<file path="config.mk">
export PLATFORM = sky130hd
export DESIGN_NAME = clk_strobe_scheduler
export DESIGN_NICKNAME = d
export VERILOG_FILES = /design/src/rtl/clk_sched_pkg.sv /design/src/rtl/clk_sched_channel.sv /design/src/rtl/clk_strobe_scheduler.sv
export SDC_FILE = /design/constraint.sdc
export NUM_CORES = 1
export LEC_CHECK = 0
export BUFFER_PORTS_ARGS = -buffer_cell sky130_fd_sc_hd__buf_2
export CAP_MARGIN = 15
export CORE_UTILIZATION = 34
export CTS_BUF_LIST = sky130_fd_sc_hd__clkbuf_4
export DETAILED_ROUTE_END_ITERATION = 8
export PLACE_DENSITY = 0.58
export SYNTH_ARGS = -nofsm -noshare
export SYNTH_HDL_FRONTEND = slang
export SYNTH_SLANG_ARGS = --single-unit
</file>
<file path="constraint.sdc">
create_clock -name clk -period 3.46 [get_ports clk]
set_input_delay 0 -clock clk [delete_from_list [all_inputs] [get_ports clk]]
set_output_delay 0 -clock clk [all_outputs]
set_load 0.1 [all_outputs]
</file>
<file path="src/rtl/clk_sched_pkg.sv">
// ============================================================================
//  Module      : clk_sched_pkg
//  Description : Shared types and default sizes for the clock-strobe
//                scheduler (channel state encoding, default channel count
//                and divisor width).
//  Revision    : 1.0 - initial release
// ============================================================================
`default_nettype none

package clk_sched_pkg;

  // Default number of strobe channels and divisor/counter width
  localparam int CLK_SCHED_CHANNELS = 4;
  localparam int CLK_SCHED_WIDTH    = 16;

  // Per-channel life cycle: stopped, counting, counting with a queued divisor
  typedef enum logic [1:0] {
    CH_IDLE    = 2'd0,
    CH_RUN     = 2'd1,
    CH_PENDING = 2'd2
  } ch_state_e;

endpackage : clk_sched_pkg

`default_nettype wire

</file>
<file path="src/rtl/clk_sched_channel.sv">
// ============================================================================
//  Module      : clk_sched_channel
//  Description : One strobe channel: divider counter, IDLE/RUN/PENDING FSM,
//                pending-divisor register and registered strobe flop.
//                Divisor changes and stops take effect only at the wrap
//                point (or immediately under align), so every emitted
//                period is either the old or the new length, never a runt.
//  Revision    : 1.0 - initial release
// ============================================================================
`default_nettype none

module clk_sched_channel
  import clk_sched_pkg::*;
#(
  parameter int WIDTH = CLK_SCHED_WIDTH
) (
  input  logic             clk,
  input  logic             nrst,
  input  logic             ena_i,
  input  logic             align_i,
  input  logic             cfg_we_i,
  input  logic [WIDTH-1:0] cfg_div_i,
  input  logic [WIDTH-1:0] cfg_phase_i,
  output logic             strobe_o,
  output logic             active_o,
  output logic             pending_o
);

  localparam logic [1:0] ST_IDLE    = CH_IDLE;
  localparam logic [1:0] ST_RUN     = CH_RUN;
  localparam logic [1:0] ST_PENDING = CH_PENDING;

  logic [1:0]       state_q, state_d;
  logic [WIDTH-1:0] cnt_q, cnt_d;
  logic [WIDTH-1:0] div_q, div_d;
  logic [WIDTH-1:0] pend_q, pend_d;
  logic             strobe_q, strobe_d;
  logic             active_q;

  logic             wrap_w;
  logic [WIDTH-1:0] start_cnt_w;
  logic [WIDTH-1:0] cfg_last_w;

  // Counter reaches the last count of the current period
  assign wrap_w      = (cnt_q == (div_q - WIDTH'(1)));
  // Starting count for a fresh start: phase clamped into [0, D-1]
  assign cfg_last_w  = cfg_div_i - WIDTH'(1);
  assign start_cnt_w = (cfg_phase_i > cfg_last_w) ? cfg_last_w : cfg_phase_i;

  // Next-state logic: align/direct-apply takes priority over normal counting
  always_comb begin
    state_d  = state_q;
    cnt_d    = cnt_q;
    div_d    = div_q;
    pend_d   = pend_q;
    strobe_d = 1'b0;

    if (align_i) begin
      // Phase restart of a live channel; a queued divisor is applied now
      if (state_q == ST_RUN) begin
        cnt_d = '0;
      end else if (state_q == ST_PENDING) begin
        cnt_d = '0;
        if (pend_q != '0) begin
          div_d   = pend_q;
          state_d = ST_RUN;
        end else begin
          state_d = ST_IDLE;
        end
      end
      // A config landing on the same edge is applied directly, never queued
      if (cfg_we_i) begin
        if (cfg_div_i != '0) begin
          state_d = ST_RUN;
          div_d   = cfg_div_i;
          cnt_d   = start_cnt_w;
        end else begin
          state_d = ST_IDLE;
          cnt_d   = '0;
        end
      end
    end else begin
      if ((state_q != ST_IDLE) && ena_i) begin
        if (wrap_w) begin
          cnt_d    = '0;
          strobe_d = 1'b1;
          if (state_q == ST_PENDING) begin
            if (pend_q != '0) begin
              div_d   = pend_q;
              state_d = ST_RUN;
            end else begin
              state_d = ST_IDLE;
            end
          end
        end else begin
          cnt_d = cnt_q + WIDTH'(1);
        end
      end
      // Accepted config: start an idle channel, or queue on a running one
      if (cfg_we_i) begin
        if (state_q == ST_IDLE) begin
          if (cfg_div_i != '0) begin
            state_d = ST_RUN;
            div_d   = cfg_div_i;
            cnt_d   = start_cnt_w;
          end
        end else if (state_q == ST_RUN) begin
          pend_d  = cfg_div_i;
          state_d = ST_PENDING;
        end
      end
    end
  end

  // State, counter, divisor, pending value and output flops
  always_ff @(posedge clk) begin
    if (!nrst) begin
      state_q  <= ST_IDLE;
      cnt_q    <= '0;
      div_q    <= '0;
      pend_q   <= '0;
      strobe_q <= 1'b0;
      active_q <= 1'b0;
    end else begin
      state_q  <= state_d;
      cnt_q    <= cnt_d;
      div_q    <= div_d;
      pend_q   <= pend_d;
      strobe_q <= strobe_d;
      active_q <= (state_d != ST_IDLE);
    end
  end

  assign strobe_o  = strobe_q;
  assign active_o  = active_q;
  assign pending_o = (state_q == ST_PENDING);

endmodule : clk_sched_channel

`default_nettype wire

</file>
<file path="src/rtl/clk_strobe_scheduler.sv">
// ============================================================================
//  Module      : clk_strobe_scheduler
//  Description : Multi-channel programmable clock-enable generator. Decodes
//                the config port onto per-channel write strobes, muxes the
//                ready back from the addressed channel and fans align out.
//                Optional macro CLK_SCHED_PHASE_EN adds cfg_phase_i, the
//                starting count loaded on a fresh start.
//  Revision    : 1.0 - initial release
// ============================================================================
`default_nettype none

module clk_strobe_scheduler
  import clk_sched_pkg::*;
#(
  parameter int CHANNELS = CLK_SCHED_CHANNELS,
  parameter int WIDTH    = CLK_SCHED_WIDTH
) (
  input  logic                                           clk,
  input  logic                                           nrst,
  input  logic                                           ena_i,
  input  logic                                           cfg_valid_i,
  output logic                                           cfg_ready_o,
  input  logic [((CHANNELS > 1) ? $clog2(CHANNELS) : 1)-1:0] cfg_ch_i,
  input  logic [WIDTH-1:0]                               cfg_div_i,
`ifdef CLK_SCHED_PHASE_EN
  input  logic [WIDTH-1:0]                               cfg_phase_i,
`endif
  input  logic                                           align_req_i,
  output logic [CHANNELS-1:0]                            strobe_o,
  output logic [CHANNELS-1:0]                            active_o
);

  localparam int CH_W = (CHANNELS > 1) ? $clog2(CHANNELS) : 1;

  logic [CHANNELS-1:0] pending_w;
  logic [CHANNELS-1:0] cfg_we_w;
  logic [WIDTH-1:0]    phase_w;

`ifdef CLK_SCHED_PHASE_EN
  assign phase_w = cfg_phase_i;
`else
  assign phase_w = '0;
`endif

  // Ready drops only while the addressed channel holds a queued divisor;
  // an out-of-range index matches nothing and is therefore always ready
  always_comb begin
    cfg_ready_o = 1'b1;
    for (int i = 0; i < CHANNELS; i++) begin
      if ((cfg_ch_i == CH_W'(i)) && pending_w[i]) begin
        cfg_ready_o = 1'b0;
      end
    end
  end

  for (genvar gi = 0; gi < CHANNELS; gi++) begin : g_ch
    localparam logic [CH_W-1:0] CH_IDX = CH_W'(gi);

    assign cfg_we_w[gi] = cfg_valid_i && (cfg_ch_i == CH_IDX) && !pending_w[gi];

    clk_sched_channel #(
      .WIDTH (WIDTH)
    ) u_channel (
      .clk         (clk),
      .nrst        (nrst),
      .ena_i       (ena_i),
      .align_i     (align_req_i),
      .cfg_we_i    (cfg_we_w[gi]),
      .cfg_div_i   (cfg_div_i),
      .cfg_phase_i (phase_w),
      .strobe_o    (strobe_o[gi]),
      .active_o    (active_o[gi]),
      .pending_o   (pending_w[gi])
    );
  end

endmodule : clk_strobe_scheduler

`default_nettype wire

</file>
==> results of run 1 <==
## stage by stage
stage | setup TNS [ns] | utilization [%]
6_report | 0 | 39.16
5_1_grt | -0.001733 | 39.16
4_1_cts | 0 | 39.09
3_5_place_dp | 0 | 36.33
3_3_place_gp | 0 | 36.33
2_1_floorplan | 0 | -
## placed cells by master, fill, tap and decap left out, types with 27 or more instances in the layout
master	count
nand2_1	265
dfxtp_1	208
o21ai_0	106
mux2i_1	106
nor2_1	99
clkbuf_4	98
a21oi_1	91
a21boi_0	86
nand3_1	62
xnor2_1	53
buf_4	46
xor2_1	43
buf_2	30
nor4_1	29
inv_1	28
a31oi_1	28
o31ai_1	28
and3_1	27
## worst paths after layout
path,start,end
hold reg to reg,g_ch[1].u_channel.pend_q[7],g_ch[1].u_channel.pend_q[7]
setup reg to reg,g_ch[1].u_channel.div_q[2],g_ch[1].u_channel.div_q[12]
setup / recovery,g_ch[1].u_channel.div_q[2],g_ch[1].u_channel.div_q[12]
hold / removal,cfg_div_i[4],g_ch[2].u_channel.pend_q[4]
## worst register-to-register path, stage by stage (launching register included)
cell and delay (ns):
dfxtp_1 0.40, or3_4 0.38, or4_4 0.50, a2111oi_4 0.37
nand4_2 0.15, a2111oi_4 0.47, buf_4 0.23, nand3_4 0.26
mux2i_1 0.26, a21oi_1 0.08
## logic make-up after synthesis
group / Yosys count
adder cells (fa/ha/maj): 8
AND/OR/NAND/NOR: 655
buffers and inverters: 163
XOR/XNOR: 96
flip-flops: 208
AO/OA/AOI/OAI: 487
multiplexers: 115
## final cells by class
cell class	count	share of cell area, %
Sequential cell	208	27.32
Antenna cell	1	0.01642
Timing Repair Buffer	103	5.090
Inverter	28	0.6896
Multi-Input combinational cell	1361	57.29
Tap cell	518	4.253
Clock buffer	98	4.827
Clock inverter	13	0.5090
## power groups by stage
| stage | Clock [mW] | Combinational, mW | Sequential (mW) |
|---|---|---|---|
| detailed placement | 0 | 1.09 | 2.68 |
| global placement | 0 | 1.06 | 2.68 |
| CTS | 2.54 | 1.11 | 2.63 |
| floorplan | 0 | 0.885 | 2.60 |
| finish | 2.47 | 1.13 | 2.63 |
| global route | 2.65 | 1.24 | 2.65 |
## per-layer routing
metal / up-vias / track usage (%) / share of wire, %
li1: 6402 / - / -
met1: 6281 / 26.97 / 47
met5: - / 0 / 0
met2: 380 / 30.53 / 44
met4: 0 / 7.576 / 3.1
met3: 89 / 3.774 / 6.3
## registers in the layout (all words and copies together), names as in the netlist
| name | flops |
|---|---|
| g_ch.u_channel.cnt_q | 64 |
| g_ch.u_channel.div_q | 64 |
| g_ch.u_channel.pend_q | 64 |
| g_ch.u_channel.state_q | 8 |
| g_ch.u_channel.active_o | 4 |
| g_ch.u_channel.strobe_o | 4 |
## repair_timing
action,4_1_cts,5_1_grt
gates resized for setup,0,3
setup buffers,0,1
hold endpoints to repair,151,0
endpoints found under the setup margin,0,32
hold buffers,26,0
==> metrics.md, run 1 <==
| Metric | Value |
|---|---|
| Post-synthesis net count | `1763` |
| Worst hold slack | `0.2153 ns` |
| Synth top area share | `30.78%` |
| Hold Path Stages | `4` |
| Top cell type by total area after synthesis | `dfxtp_1` |
| Largest cells by area after synthesis | `dfxtp_1 31%, mux2i_1 7.8%, nand2_1 7.4%` |
| Crit path depth | `9` |
| Slew @ Worst Pin | `1.026 ns` |
| Fin cells | `2330` |
| Fin. max-slew vios | `0` |
| Drt drc | `0` |
| Via count | `13150` |
| Synth Flop Type | `dfxtp_1` |
| Total Routing Usage GR | `19.74%` |
| Final Setup Violations | `0` |
| Ys Warns | `0` |
| Row count | `72` |
| H-tree Lvls | `2` |
| Critical path endpoint category | `register` |
| Post-synthesis sequential area ratio | `30.78%` |
| Grt ovf | `0` |
| Crit Path Category | `reg -> reg` |
| Synth Instances | `1732` |
| Post-Syn Area | `13530 µm²` |
| CP startpoint kind | `register` |
| Post-synthesis xor/xnor area fraction | `6.215%` |
| Reg-to-reg slack, setup | `0.26 ns` |
| Flops & latches, synth | `208` |
| Routability cong. | `0.8553` |
| Placed Cells | `2191` |
| Placed cell areas | `14140 µm²` |
| Antenna Nets Post-Route | `0` |
| Largest family of logic cells by synthesized area | `compound AO/OA/AOI/OAI gates` |
| Die H | `201.5 µm` |
| TritonCTS Buffers | `59` |
| Synth Area in Compound Gates | `24.50%` |
| Starting Density | `34.76%` |
| Wire length per cell | `17.48 µm` |
| Area Overhead vs Synth | `12.66%` |
| Lkg Pwr | `5.692 nW` |
| Initial DRC count | `876` |
| Clk_skew | `0.03014 ns` |
| CP required | `4.07 ns` |
| Synth async-reset ratio | `0%` |
| R2R cell count | `9` |
| Post-place setup slack | `0.1400 ns` |
| Final WS setup | `0.2630 ns` |
| Final hold vios | `0` |
| Post-synth cell types | `85` |
| FF+latch area | `4164 µm²` |
| Skew-Pair Late Insertion Delay | `0.73 ns` |
| Post-synthesis simple-gate area fraction | `24.22%` |
| Count leader, synth | `nand2_1` |
| CP dominant cell by count | `a2111oi_4` |
| Post-route clock period utilization | `92.40%` |
| Final instance area | `15240 µm²` |
| Avg Synthesized Cell Area | `7.811 µm²` |
| Mux cell area share after synthesis | `8.592%` |
| Largest net degree at the start of global routing | `99` |
| I/O pin total | `32` |
| Synth Area in Adders | `0.7399%` |
| Maximum VDD drop | `0.1844 mV` |
| Max Clk Rate | `312.8 MHz` |
| Layout cells sized above 1 | `12.15%` |
| Internal | `4.287 mW` |
| Via density | `5.645` |
| Final worst path period need | `3.197 ns` |
| CTS tree | `built` |
| Pwr dens | `408.3 nW/µm²` |
| Gate power share | `18.1%` |
| Buf+Inv Stages, Crit Path | `1` |
| Initial antenna violation count | `1` |
| Largest stage delay on the critical path | `0.50 ns` |
| Sw Ratio | `31.10%` |
| Max-Cap Viols | `0` |
| Psw | `1.935 mW` |
| CP Cell Sequence | `or3_4, or4_4, a2111oi_4, nand4_2, a2111oi_4, buf_4, nand3_4, mux2i_1, a21oi_1` |
| Routed Wire Length | `40730 µm` |
| Multi-input combinational cell area | `8732 µm²` |
| Worst slew margin | `31.35%` |
| Run status | `complete, no violations` |
| I/O Buffers | `31` |
| Vias in the first global route | `12270` |
| Fillcell total | `4130` |
| Die ar. | `40590 µm²` |
| Crit-path slowest cell | `or4_4` |
| Total power after layout | `6.223 mW` |
| Post-DP HPWL | `27660 µm` |
| Clock Sink Count | `208` |
| Chip width | `201.5 µm` |
| Core area | `38920 µm²` |
| CP Max Fanout | `16` |
| Top cells by count, synth | `265 x nand2_1, 208 x dfxtp_1, 117 x clkbuf_1` |
| Crit path max-delay family | `simple AND/OR/NAND/NOR gates` |
| Final #Nets | `1792` |
| Longest Clk Path Bufs | `3` |
| Worst hold-check path type | `in -> reg` |
| Clock-pin slew on the worst setup and hold paths | `0.06 ns` |
| Part of the power in registers | `42.3%` |
| First-pass iteration count of the detailed router | `5` |
| Worst path arrival time | `3.80 ns` |
| Clk Tree Root Cell | `clkbuf_4` |
| Clock network fraction of total power | `39.6%` |
| Number of synthesized flops with an enable pin | `0` |
| First-pass GRT wire length | `65720 µm` |
(Power assumes the default switching activity.)
==> run 2, diff against run 1 <==
PLACE_DENSITY = 0.57   (was 0.58)
==> metrics.md, run 2 (synthesis gave the netlist of run 1 again) <==
| Metric | Value |
|---|---|
| CP startpoint kind | `register` |
| Clock-pin slew on the worst setup and hold paths | `0.06 ns (about the same)` |
| Fin. max-slew vios | `0 (unchanged)` |
| Largest net degree at the start of global routing | `55 (-44%)` |
| Pwr dens | `397.3 nW/µm² (-2.7%)` |
| Lkg Pwr | `5.656 nW (-0.65%)` |
| Total Routing Usage GR | `19.96% (+0.23 points)` |
| Hold wc startpoint | `align_req_i` |
| Routability cong. | `0.8219 (-3.9%)` |
| I/O Buffers | `31 (unchanged)` |
| Max Clk Rate | `312.4 MHz (-0.13%)` |
| Final worst path period need | `3.201 ns (+0.004042 ns)` |
| Die ar. | `40590 µm² (unchanged)` |
| Maximum VDD drop | `0.2177 mV (+18%)` |
| Wire length per cell | `17.64 µm (+0.93%)` |
| Worst hold slack | `0.1863 ns (-0.02898 ns)` |
| Die H | `201.5 µm (unchanged)` |
| TritonCTS Buffers | `58 (-1.7%)` |
| Via count | `13000 (-1.2%)` |
| CP Max Fanout | `12 (-4)` |
| Largest regs | `g_ch.u_channel.cnt_q (64), g_ch.u_channel.div_q (64), g_ch.u_channel.pend_q (64)` |
| Critical path endpoint category | `register` |
| I/O pin total | `32 (unchanged)` |
| Worst path arrival time | `3.81 ns (about the same)` |
| Row count | `72 (unchanged)` |
| Fillcell total | `4096 (-0.82%)` |
| Initial antenna violation count | `2 (+1)` |
| Run status | `complete, no violations` |
| Max-Cap Viols | `0 (unchanged)` |
| First-pass GRT wire length | `66440 µm (+1.1%)` |
| Drt drc | `0 (unchanged)` |
| Vias in the first global route | `12190 (-0.65%)` |
| Antenna Nets Post-Route | `0 (unchanged)` |
| Starting Density | `34.76% (unchanged)` |
| Grt ovf | `0 (unchanged)` |
| CP Launch Point | `g_ch[1].u_channel.div_q[0]` |
| Longest Clk Path Bufs | `3 (unchanged)` |
| Post-route clock period utilization | `92.51% (+0.12 points)` |
| Area Overhead vs Synth | `12.02%` |
| Reg-to-reg slack, setup | `0.26 ns (about the same)` |
| Clk Tree Root Cell | `clkbuf_4` |
| Final #Nets | `1793 (+0.056%)` |
| Via density | `5.581 (-1.1%)` |
| Post-DP HPWL | `28340 µm (+2.4%)` |
| Skew-Pair Late Insertion Delay | `0.74 ns (about the same)` |
| Layout cells sized above 1 | `11.77% (-0.38 points)` |
| H-tree Lvls | `2 (unchanged)` |
| Crit Path Category | `reg -> reg` |
| Final hold vios | `0 (unchanged)` |
| Clk_skew | `0.03781 ns (+0.007670 ns)` |
| Leading cell type in the layout, fill and taps excluded | `nand2_1` |
| Routed Wire Length | `41090 µm (+0.89%)` |
| Core area | `38920 µm² (unchanged)` |
| Worst slew margin | `26.69% (-4.7 points)` |
| CTS tree | `built` |
| Chip width | `201.5 µm (unchanged)` |
| Clock Sink Count | `208 (unchanged)` |
| Worst r2r src | `g_ch[1].u_channel.div_q[0]` |
| Setup TNS | `0 ns (unchanged)` |
| Commonest non-fill, non-tap cells in the layout | `265 x nand2_1, 208 x dfxtp_1, 106 x o21ai_0, 106 x mux2i_1, 99 x nor2_1` |
| Worst hold-check path type | `in -> reg` |
| CP required | `4.07 ns (about the same)` |
| Initial DRC count | `937 (+7.0%)` |
| Final Setup Violations | `0 (unchanged)` |
| First-pass iteration count of the detailed router | `5 (unchanged)` |
| Slew @ Worst Pin | `1.096 ns (+0.06963 ns)` |
==> run 2: changes by cell type in the layout (fill, tap and decap cells not counted), moves of 3 or more <==
cell / change
dlygate4sd3_1: -3
clkbuf_4: -12
buf_4: +6
clkinv_1: +11
==> run 2: per-stage QoR <==
stage / std cells / utilization (%) / cell area (µm²) / setup WS (ns) / power, mW
3_5_place_dp: 2195 / 36.38 / 14160 / 0.03650 / 3.774
5_1_grt: 2329 / 38.94 / 15150 / -0.002392 / 6.344
3_3_place_gp: 2195 / 36.38 / 14160 / 0.2059 / 3.742
4_1_cts: 2326 / 38.84 / 15120 / 0.03799 / 6.069
2_1_floorplan: 1732 / - / 13530 / 0.5198 / 3.485
6_report: 2329 / 38.94 / 15150 / 0.2590 / 6.020
==> run 2: worst paths after layout <==
check                                      end  cells after the start
setup / recovery   g_ch[1].u_channel.cnt_q[13]                     12
hold / removal    g_ch[2].u_channel.state_q[1]                      3
setup reg to reg   g_ch[1].u_channel.cnt_q[13]                     12
hold reg to reg    g_ch[0].u_channel.pend_q[8]                      2
==> run 2: timing repair <==
item                                   4_1_cts  5_1_grt
setup endpoints to repair                    0       33
resized for setup                            0        4
hold buffers                                23        0
setup buffers                                0        2
endpoints found under the hold margin      146        0
==> run 2: layout make-up <==
type                       count  area [µm²]  area share [%]
timing repair buffer         105       770.7           5.086
multi-input combinational   1361        8735           57.64
sequential                   208        4164           27.48
tap                          518       648.1           4.277
inverter                      28       105.1          0.6935
antenna                        1       2.502         0.01651
clock buffer                  86       645.6           4.260
clock inverter                22       83.83          0.5532
==> run 2: worst max-delay path, stage by stage (launching register included) <==
cell,delay (ns)
dfxtp_1,0.36
inv_1,0.08
ha_1,0.22
or4b_1,0.52
o2bb2a_1,0.31
o211a_1,0.22
a211oi_2,0.30
a2111oi_4,0.05
buf_4,0.17
buf_4,0.14
a21oi_2,0.46
nand3_1,0.15
o311ai_0,0.12
==> run 2: per-layer routing <==
layer  vias to the layer above  wire length (µm)  global-route usage, %
met2                       344             18330                  31.88
met5                         -                 0                      0
met1                      6200             19710                  27.81
met3                        63              2270                  3.191
met4                         0               774                  5.060
li1                       6392                 -                      -
==> run 2: power breakdown <==
group	total, mW	leakage, nW	switching, mW	internal [mW]
clock network	2.26	0.435	1.13	1.13
registers	2.63	1.69	0.154	2.48
logic	1.13	3.53	0.662	0.464
